## src/rtl/uart_tx_arbiter.sv

```systemverilog
// uart_tx_arbiter
//
// Round-robin scheduler sharing one 5-byte 8-n-1 UART transmitter among N_REQ
// requesters. One requester is granted at a time, and its 40-bit frame is latched
// onto byte0..byte4. A one-cycle send_ready pulse starts the transmitter. The
// bytes are then held for TX_CYCLES clocks, after which a one-cycle ack is
// returned to the winner.
//
// Parameters
//   N_REQ      number of requesters (2..8)
//   TX_CYCLES  clocks the bytes are held after send_ready (>= 52)
//   ID_W       width of grant_id (>= ceil(log2(N_REQ)))
//
// Ports
//   clk_19k2    in   baud clock, the only clock
//   rst         in   synchronous active-high reset
//   req         in   per-requester request level, held until ack
//   frame_data  in   requester i frame at [40*i+39:40*i], byte0 in the top byte
//   ack         out  one-cycle completion pulse to the granted requester
//   busy        out  high from grant until the cycle after ack
//   grant_id    out  index of the current or most recent winner
//   send_ready  out  one-cycle start pulse to the transmitter
//   byte0..4    out  frame bytes to the transmitter, byte0 sent first
//
// All outputs are registered, so no combinational path runs from req or
// frame_data to any output.

module uart_tx_arbiter #(
    parameter int unsigned N_REQ     = 4,
    parameter int unsigned TX_CYCLES = 56,
    parameter int unsigned ID_W      = 2
) (
    input  logic                  clk_19k2,
    input  logic                  rst,
    input  logic [N_REQ-1:0]      req,
    input  logic [40*N_REQ-1:0]   frame_data,
    output logic [N_REQ-1:0]      ack,
    output logic                  busy,
    output logic [ID_W-1:0]       grant_id,
    output logic                  send_ready,
    output logic [7:0]            byte0,
    output logic [7:0]            byte1,
    output logic [7:0]            byte2,
    output logic [7:0]            byte3,
    output logic [7:0]            byte4
);

    localparam int unsigned CNT_W = $clog2(TX_CYCLES + 1);

    typedef enum logic [1:0] {
        StIdle,
        StFire,
        StWait,
        StDone
    } state_e;

    state_e            state_q;
    logic [ID_W-1:0]   rr_ptr_q;
    logic [CNT_W-1:0]  cnt_q;

    // Winner selection and the data needed to latch it
    logic              any_req;
    logic [ID_W-1:0]   win_idx;
    logic [ID_W-1:0]   next_rr;
    logic [39:0]       win_frame;
    logic [N_REQ-1:0]  gid_onehot;

    assign any_req = |req;

    // Two candidates are tracked in one descending scan: the lowest set bit at
    // or above rr_ptr, and the lowest set bit overall. The first one wins; the
    // second covers the wrap-around case when nothing at or above rr_ptr is set.
    always_comb begin
        logic            hi_found;
        logic [ID_W-1:0] hi_idx;
        logic [ID_W-1:0] lo_idx;
        hi_found = 1'b0;
        hi_idx   = '0;
        lo_idx   = '0;
        for (int i = N_REQ - 1; i >= 0; i--) begin
            if (req[i]) begin
                lo_idx = ID_W'(i);
                if (ID_W'(i) >= rr_ptr_q) begin
                    hi_found = 1'b1;
                    hi_idx   = ID_W'(i);
                end
            end
        end
        win_idx = hi_found ? hi_idx : lo_idx;
    end

    assign next_rr = (win_idx == ID_W'(N_REQ - 1)) ? '0 : win_idx + 1'b1;

    always_comb begin
        win_frame = '0;
        for (int i = 0; i < N_REQ; i++) begin
            if (win_idx == ID_W'(i)) begin
                win_frame = frame_data[40*i +: 40];
            end
        end
    end

    always_comb begin
        gid_onehot = '0;
        for (int i = 0; i < N_REQ; i++) begin
            gid_onehot[i] = (grant_id == ID_W'(i));
        end
    end

    // Control FSM with registered outputs. byte0..4 and grant_id are written
    // only on the IDLE->FIRE edge, so they stay stable for the whole
    // transmission and keep their values while idle.
    always_ff @(posedge clk_19k2) begin
        if (rst) begin
            state_q    <= StIdle;
            rr_ptr_q   <= '0;
            cnt_q      <= '0;
            ack        <= '0;
            busy       <= 1'b0;
            grant_id   <= '0;
            send_ready <= 1'b0;
            byte0      <= 8'h00;
            byte1      <= 8'h00;
            byte2      <= 8'h00;
            byte3      <= 8'h00;
            byte4      <= 8'h00;
        end else begin
            unique case (state_q)
                StIdle: begin
                    if (any_req) begin
                        byte0      <= win_frame[39:32];
                        byte1      <= win_frame[31:24];
                        byte2      <= win_frame[23:16];
                        byte3      <= win_frame[15:8];
                        byte4      <= win_frame[7:0];
                        grant_id   <= win_idx;
                        busy       <= 1'b1;
                        rr_ptr_q   <= next_rr;
                        // Pulse is set here so it is high during FIRE only
                        send_ready <= 1'b1;
                        state_q    <= StFire;
                    end
                end
                StFire: begin
                    send_ready <= 1'b0;
                    cnt_q      <= '0;
                    state_q    <= StWait;
                end
                StWait: begin
                    cnt_q <= cnt_q + 1'b1;
                    if (cnt_q == CNT_W'(TX_CYCLES - 1)) begin
                        // Set on entry so ack is high during DONE only
                        ack     <= gid_onehot;
                        state_q <= StDone;
                    end
                end
                StDone: begin
                    ack     <= '0;
                    busy    <= 1'b0;
                    state_q <= StIdle;
                end
                default: begin
                    state_q <= StIdle;
                end
            endcase
        end
    end

endmodule
```

## config.mk

```make
export PLATFORM = sky130hd
export DESIGN_NAME = uart_tx_arbiter
export DESIGN_NICKNAME = d
export VERILOG_FILES = /design/src/rtl/uart_tx_arbiter.sv
export SDC_FILE = /design/constraint.sdc
export NUM_CORES = 1
export LEC_CHECK = 0
export CORE_MARGIN = 1
export CORE_UTILIZATION = 40
export CTS_CLUSTER_SIZE = 25
export DETAILED_ROUTE_END_ITERATION = 10
export PLACE_DENSITY = 0.86
export SYNTH_ARGS = -nofsm -noshare
export SYNTH_HDL_FRONTEND = slang
export SYNTH_SLANG_ARGS = --single-unit
```

## constraint.sdc

```tcl
create_clock -name clk_19k2 -period 3 [get_ports clk_19k2]
set_input_delay 0.6 -clock clk_19k2 [delete_from_list [all_inputs] [get_ports clk_19k2]]
set_output_delay 0.6 -clock clk_19k2 [all_outputs]
set_load 0.05 [all_outputs]
```

-- After elaboration in Yosys (flattened, before gate mapping)
Index checks and enable logic that the tools add are counted.
- add/subtract/negate cells: 2
- $lt $le $gt $ge: 4
- equality and inequality tests: 12
- multiplexer cells: 35
- reductions and logical operators: 13
- operator list (kind ; number):
    40-bit 2-to-1 mux ; 4
    2-bit 2-to-1 mux ; 16
    2-bit equality test, second input constant ; 6
    6-bit case mux with 2 select lines ; 1
    2-bit AND reduction ; 5
    1-bit 2-to-1 mux ; 9
    2-bit case mux with 4 select lines ; 1
    4-bit case mux with 2 select lines ; 1
    2-bit nonzero test ; 4
    6-bit by 1-bit adder with 6-bit output, second input constant ; 1
    2-bit by 1-bit equality test with 1-bit output, second input constant ; 3
    6-bit equality test, second input constant ; 1
    2-bit logical NOT ; 3
    1-bit by 2-bit >= comparator with 1-bit output, first input constant ; 2
    2-bit >= comparator, first input constant ; 2
    4-bit 2-to-1 mux ; 1
    2-bit != test, second input constant ; 2
    1-bit case mux with 2 select lines ; 2
    4-bit OR reduction ; 1
    2-bit by 1-bit adder with 2-bit output, second input constant ; 1
- register bits after elaboration: 58
- input port bits: 166
- output and inout bits: 48
- word-level logic and storage cells: 78

-- Depth between registers and ports, before layout
- word-level depth: 15
- depth in mapped cells: 12
- gate-level depth less buffers: 9

-- Worst setup path before layout
Ideal clock, no wire load.
- path type: input to register
- from: in req[2]
- to: reg byte2[0]
- setup time: 74 ps
- arrival: 2252 ps
- required time: 2926 ps
- setup slack: 674 ps
- cell stages on the path: 11
- path buffers: 2
- path through: mux2i_1 -> nor2_1 -> or3_4 -> clkinv_1 -> ha_1 -> buf_2 -> buf_2 -> a21oi_1 -> a221oi_1 -> a211oi_2 -> nor3_2
- word-level cells in the longest chain between the ends: 11
- elaborated cells between the ends (all ways): 24
- classes of those cells: eq/ne: 3; mux: 18; reduce/logical: 3
- RTL lines (what ; RTL line ; text):
    start: declaration ; 35 ; input logic [N_REQ-1:0] req,
    2-bit 2-to-1 mux / 1-bit 2-to-1 mux (equally long branches) ; 81 ; if (req[i]) begin
    2-bit 2-to-1 mux / 1-bit 2-to-1 mux (equally long branches) ; 83 ; if (ID_W'(i) >= rr_ptr_q) begin
    2-bit 2-to-1 mux / 1-bit 2-to-1 mux (equally long branches) ; 81 ;
    2-bit 2-to-1 mux / 1-bit 2-to-1 mux (equally long branches) ; 83 ;
    2-bit 2-to-1 mux / 1-bit 2-to-1 mux (equally long branches) ; 81 ;
    2-bit 2-to-1 mux * ; 89 ; win_idx = hi_found ? hi_idx : lo_idx;
    net win_idx[0] ; 63 ; logic [ID_W-1:0] win_idx;
    2-bit logical NOT ; 97 ; if (win_idx == ID_W'(i)) begin
    40-bit 2-to-1 mux (3 in series) ; 97 ;
    40-bit 2-to-1 mux * ; 97 ;
    end signal: assignment ; 133 ; byte2 <= win_frame[23:16];
    end: declaration ; 43 ; output logic [7:0] byte2,
Mark *: on every way through the listed nets, which the timed path passes. The rest lies on a longest branch.
A chain may end at the register's enable or synchronous reset.

-- Final worst setup path
- from: in req[0]
- to: reg byte2[6]
- word-level cells in the longest chain between the ends: 7
- elaborated cells between the ends (all ways): 14
- classes of those cells: eq/ne: 3; mux: 8; reduce/logical: 3
- RTL lines (what ; RTL line):
    2-bit 2-to-1 mux / 1-bit 2-to-1 mux (equally long branches) ; 81
    2-bit 2-to-1 mux ; 89
    2-bit logical NOT ; 97
    40-bit 2-to-1 mux (4 in series) ; 97
Several ways; a longest one is shown, not always the timed one.

==> results.json <==
{
  "netlist_top_cells_count": "58 x dfxtp_1, 50 x nor2_1, 46 x inv_1, 45 x a21oi_1, 42 x nand3b_1",
  "finalHoldViolations": 0,
  "instances_no_fill": 796,
  "critical_path.cell_chain": "clkdlybuf4s50_1 > a21oi_1 > o21a_1 > o22ai_1 > ha_1 > buf_12 > nand3b_1 > a221oi_1 > a211oi_2 > nor3_2",
  "worst-path-buf-inv": 2,
  "synth-edff-count": 0,
  "power.leakage_nw": 2.38,
  "synth_top_area_share_pct": 28.8,
  "r2r_setup_slack_ps": 510,
  "fin_hold_ws_ps": 478,
  "worst-endpoint-arrival_ps": 2970,
  "post_dp_cell_area_mm2": 0.00626,
  "gp_routability_congestion": 0.804,
  "cts_setup_buffers": 0,
  "outcome": "complete, no violations",
  "hold_path.class": "reg -> reg",
  "initial_standard_cell_utilization_of_the_core_pct": 41.2,
  "clock-sinks": 58,
  "synthToLayoutAreaGrowth_pct": 60.2,
  "cts_buffers": 9,
  "critical_path_sink_type": "flop",
  "yosysMostFrequentCell": "dfxtp_1",
  "synth_seq_cells": 58,
  "main_combinational_cell_family_by_area_after_synthesis": "compound AO/OA/AOI/OAI gates",
  "cp_top_family": "compound AO/OA/AOI/OAI gates",
  "crit-reg2reg-launch": "rr_ptr_q[1]$_SDFFE_PP0P_",
  "die_area_mm2": 0.0105,
  "cts_hold_buffers": 0,
  "drive_above_1_share_pct": 16.6,
  "num_antenna_cells": 0,
  "vdd_ir_drop_max_mv": 0.438,
  "setup_viol": 0,
  "post_detailed_route_via_to_cell_ratio": 5.37,
  "clk_latency_ps": 340,
  "cts.clk_slew.worst_paths_ps": 70,
  "boundary_pins": 214,
  "detail_route.wl_per_cell_um": 16.1,
  "die_width_um": 102,
  "yosys.area_share.simple_pct": 25.5,
  "worst_setup_path_endpoint": "byte2[6]$_SDFFE_PP0P_",
  "worst_r2r_path_depth": 10,
  "worst-slew-pin-transition_ps": 741,
  "nets_finish": 833,
  "syn-instance-count": 470,
  "worstReg2RegEnd": "byte2[6]$_SDFFE_PP0P_",
  "antenna_found_initial": 0,
  "timing.fmax_mhz": 369,
  "drtPass1Iterations": 5,
  "final_count_of_pins_violating_max_slew": 0,
  "cap_viol_max_count": 0,
  "fin_area_mm2": 0.00645,
  "post-dp-hpwl_mm": 9.39,
  "maximum_buffer_depth_of_the_clock_tree": 2,
  "synth.lib_cells_used.distinct": 40,
  "postRouteWirelength_mm": 12.8,
  "worst-path-stages": 10,
  "drt_iter0_drc": 140,
  "multiInputGateArea_mm2": 0.00243,
  "ctsResizeCount": 0,
  "cp_slowest_cell": "clkdlybuf4s50_1",
  "dpl.cell_count": 780,
  "fin_crit_ps": 2710,
  "synth_fp_nets": 645,
  "cp_startpoint_kind": "primary input",
  "post-route-period-util_pct": 90.3,
  "post-synth-top-area-cell": "dfxtp_1",
  "root_buf_cell": "clkbuf_8",
  "n_fill_cell": 813,
  "ys_async_sr_fraction_pct": 0,
  "placement_rows": 36,
  "netlist_top_cells_area": "dfxtp_1 29%, a211oi_2 11%, nor3_2 8.9%, a221oi_1 8.7%, nand3b_1 7.8%",
  "cts_tree": "done",
  "grt_first_pass_wirelength_mm": 19.9,
  "overflow": 0,
  "cp_slowest_stage_delay_ps": 570,
  "tns_ps": 0,
  "timing.clock.skew_ps": 10.8,
  "synth_compound_gate_area_share_pct": 28.8,
  "critPathKind": "in -> reg",
  "layout.area.seq_mm2": 0.00116,
  "slew_margin_rel_pct": 50.6,
  "p_per_area_mw_per_mm2": 927,
  "yosys-mux-area-fraction_pct": 1.74,
  "grt_usage_pct": 24.2,
  "synthAdderAreaFrac_pct": 2.80,
  "critical_path.max_fanout": 40,
  "drtAntennaViolNets": 0,
  "area_share_of_xor_xnor_cells_in_the_synthesized_design_pct": 0.870,
  "via_count": 4274,
  "grt_pass1_vias": 4234,
  "core_mm2": 0.00977,
  "critical_path.startpoint": "req[0]",
  "die_height_um": 102,
  "drc": 0,
  "grt_start_max_net_pins": 45,
  "placement.io_buffers": 213,
  "power.total_w": 0.00598,
  "sequential_cell_area_fraction_in_the_yosys_report_pct": 28.8,
  "setup_repair_after_global_routing_missed_its_margin": "no",
  "syn_area_mm2": 0.00403,
  "critPathRequiredTime_ps": 3260,
  "synth_area_per_cell_um2": 8.57,
  "cts_max_level": 3,
  "yosysWarnings": 0,
  "dominantRegCellSynth": "dfxtp_1"
}
report_power, final:
part,internal [W],switching [W],leakage [nW]
registers,0.00103,0.000156,0.479
logic,0.00166,0.00241,1.81
clock network,0.000385,0.000339,0.0925
total,0.00307,0.00291,2.38
metal layers:
metal	up-vias	track usage (%)	wire length, um	share of wire, %
met5	-	0	0	0
met4	0	8.57	214	1.7
met3	21	6.02	636	5.0
met2	147	43.7	6740	53
met1	2025	27.7	5240	41
li1	2081	-	-	-
cell families (layout without fill, tap and decap cells):
logic type	after synthesis	in the layout
compound gates	138	138
xor+xnor	4	4
fa+ha+maj	9	9
buf+inv	95	288
flops	58	58
mux	7	7
simple gates	159	159
layout make-up:
| type | count | share of cell area, % |
|---|---|---|
| multi-input cells | 317 | 37.7 |
| repair buffers | 225 | 35.9 |
| flip-flops and latches | 58 | 18.0 |
| inverters | 47 | 2.73 |
| well taps | 133 | 2.58 |
| clock buffers | 10 | 1.98 |
| clock inverters | 6 | 1.05 |
cell usage in the layout, fill, tap and decap left out, drive strengths merged, types with 10 or more instances in the layout:
cell type,Yosys,routed
a211oi,43,43
clkdlybuf4s50,0,212
nor3,40,40
nand2,14,14
nor2,50,50
clkbuf,27,10
a21oi,46,46
buf,21,13
dfxtp,58,58
a221oi,40,40
nand3b,42,42
inv,46,46
registers in the layout (all words and copies together) (netlist names):
name	count
cnt_q	6
state_q	2
busy	1
grant_id	2
byte3	8
byte4	8
byte0	8
byte2	8
byte1	8
rr_ptr_q	2
send_ready	1
ack	4
tightest hold or removal path, stage by stage, from the launching register on:
cell     delay, ps
dfxtp_1        310
nand2_1         60
mux2i_1         60
worst min-delay path by stage:
| stage | from | endpoint | slack (ps) | depth (start not counted) |
|---|---|---|---|---|
| 5_1_grt | ack[1]$_SDFFE_PP0P_ | ack[1]$_SDFFE_PP0P_ | 500 | 2 |
| 6_report | ack[1]$_SDFFE_PP0P_ | ack[1]$_SDFFE_PP0P_ | 480 | 2 |
| 3_3_place_gp | ack[1]$_SDFFE_PP0P_ | ack[1]$_SDFFE_PP0P_ | 450 | 2 |
| 3_5_place_dp | ack[0]$_SDFFE_PP0P_ | ack[0]$_SDFFE_PP0P_ | 470 | 2 |
| 2_1_floorplan | cnt_q[5]$_SDFFE_PP0P_ | cnt_q[5]$_SDFFE_PP0P_ | 460 | 2 |
| 4_1_cts | ack[1]$_SDFFE_PP0P_ | ack[1]$_SDFFE_PP0P_ | 480 | 2 |
metrics by stage:
stage | util, % | setup slack (ps)
finish | 66.0 | 291
detailed placement | 64.0 | -11.5
global route | 66.0 | 149
global placement | 64.0 | 54.8
CTS | 66.0 | 333
floorplan | - | 674
No activity file was read; power rests on OpenSTA's default activity.
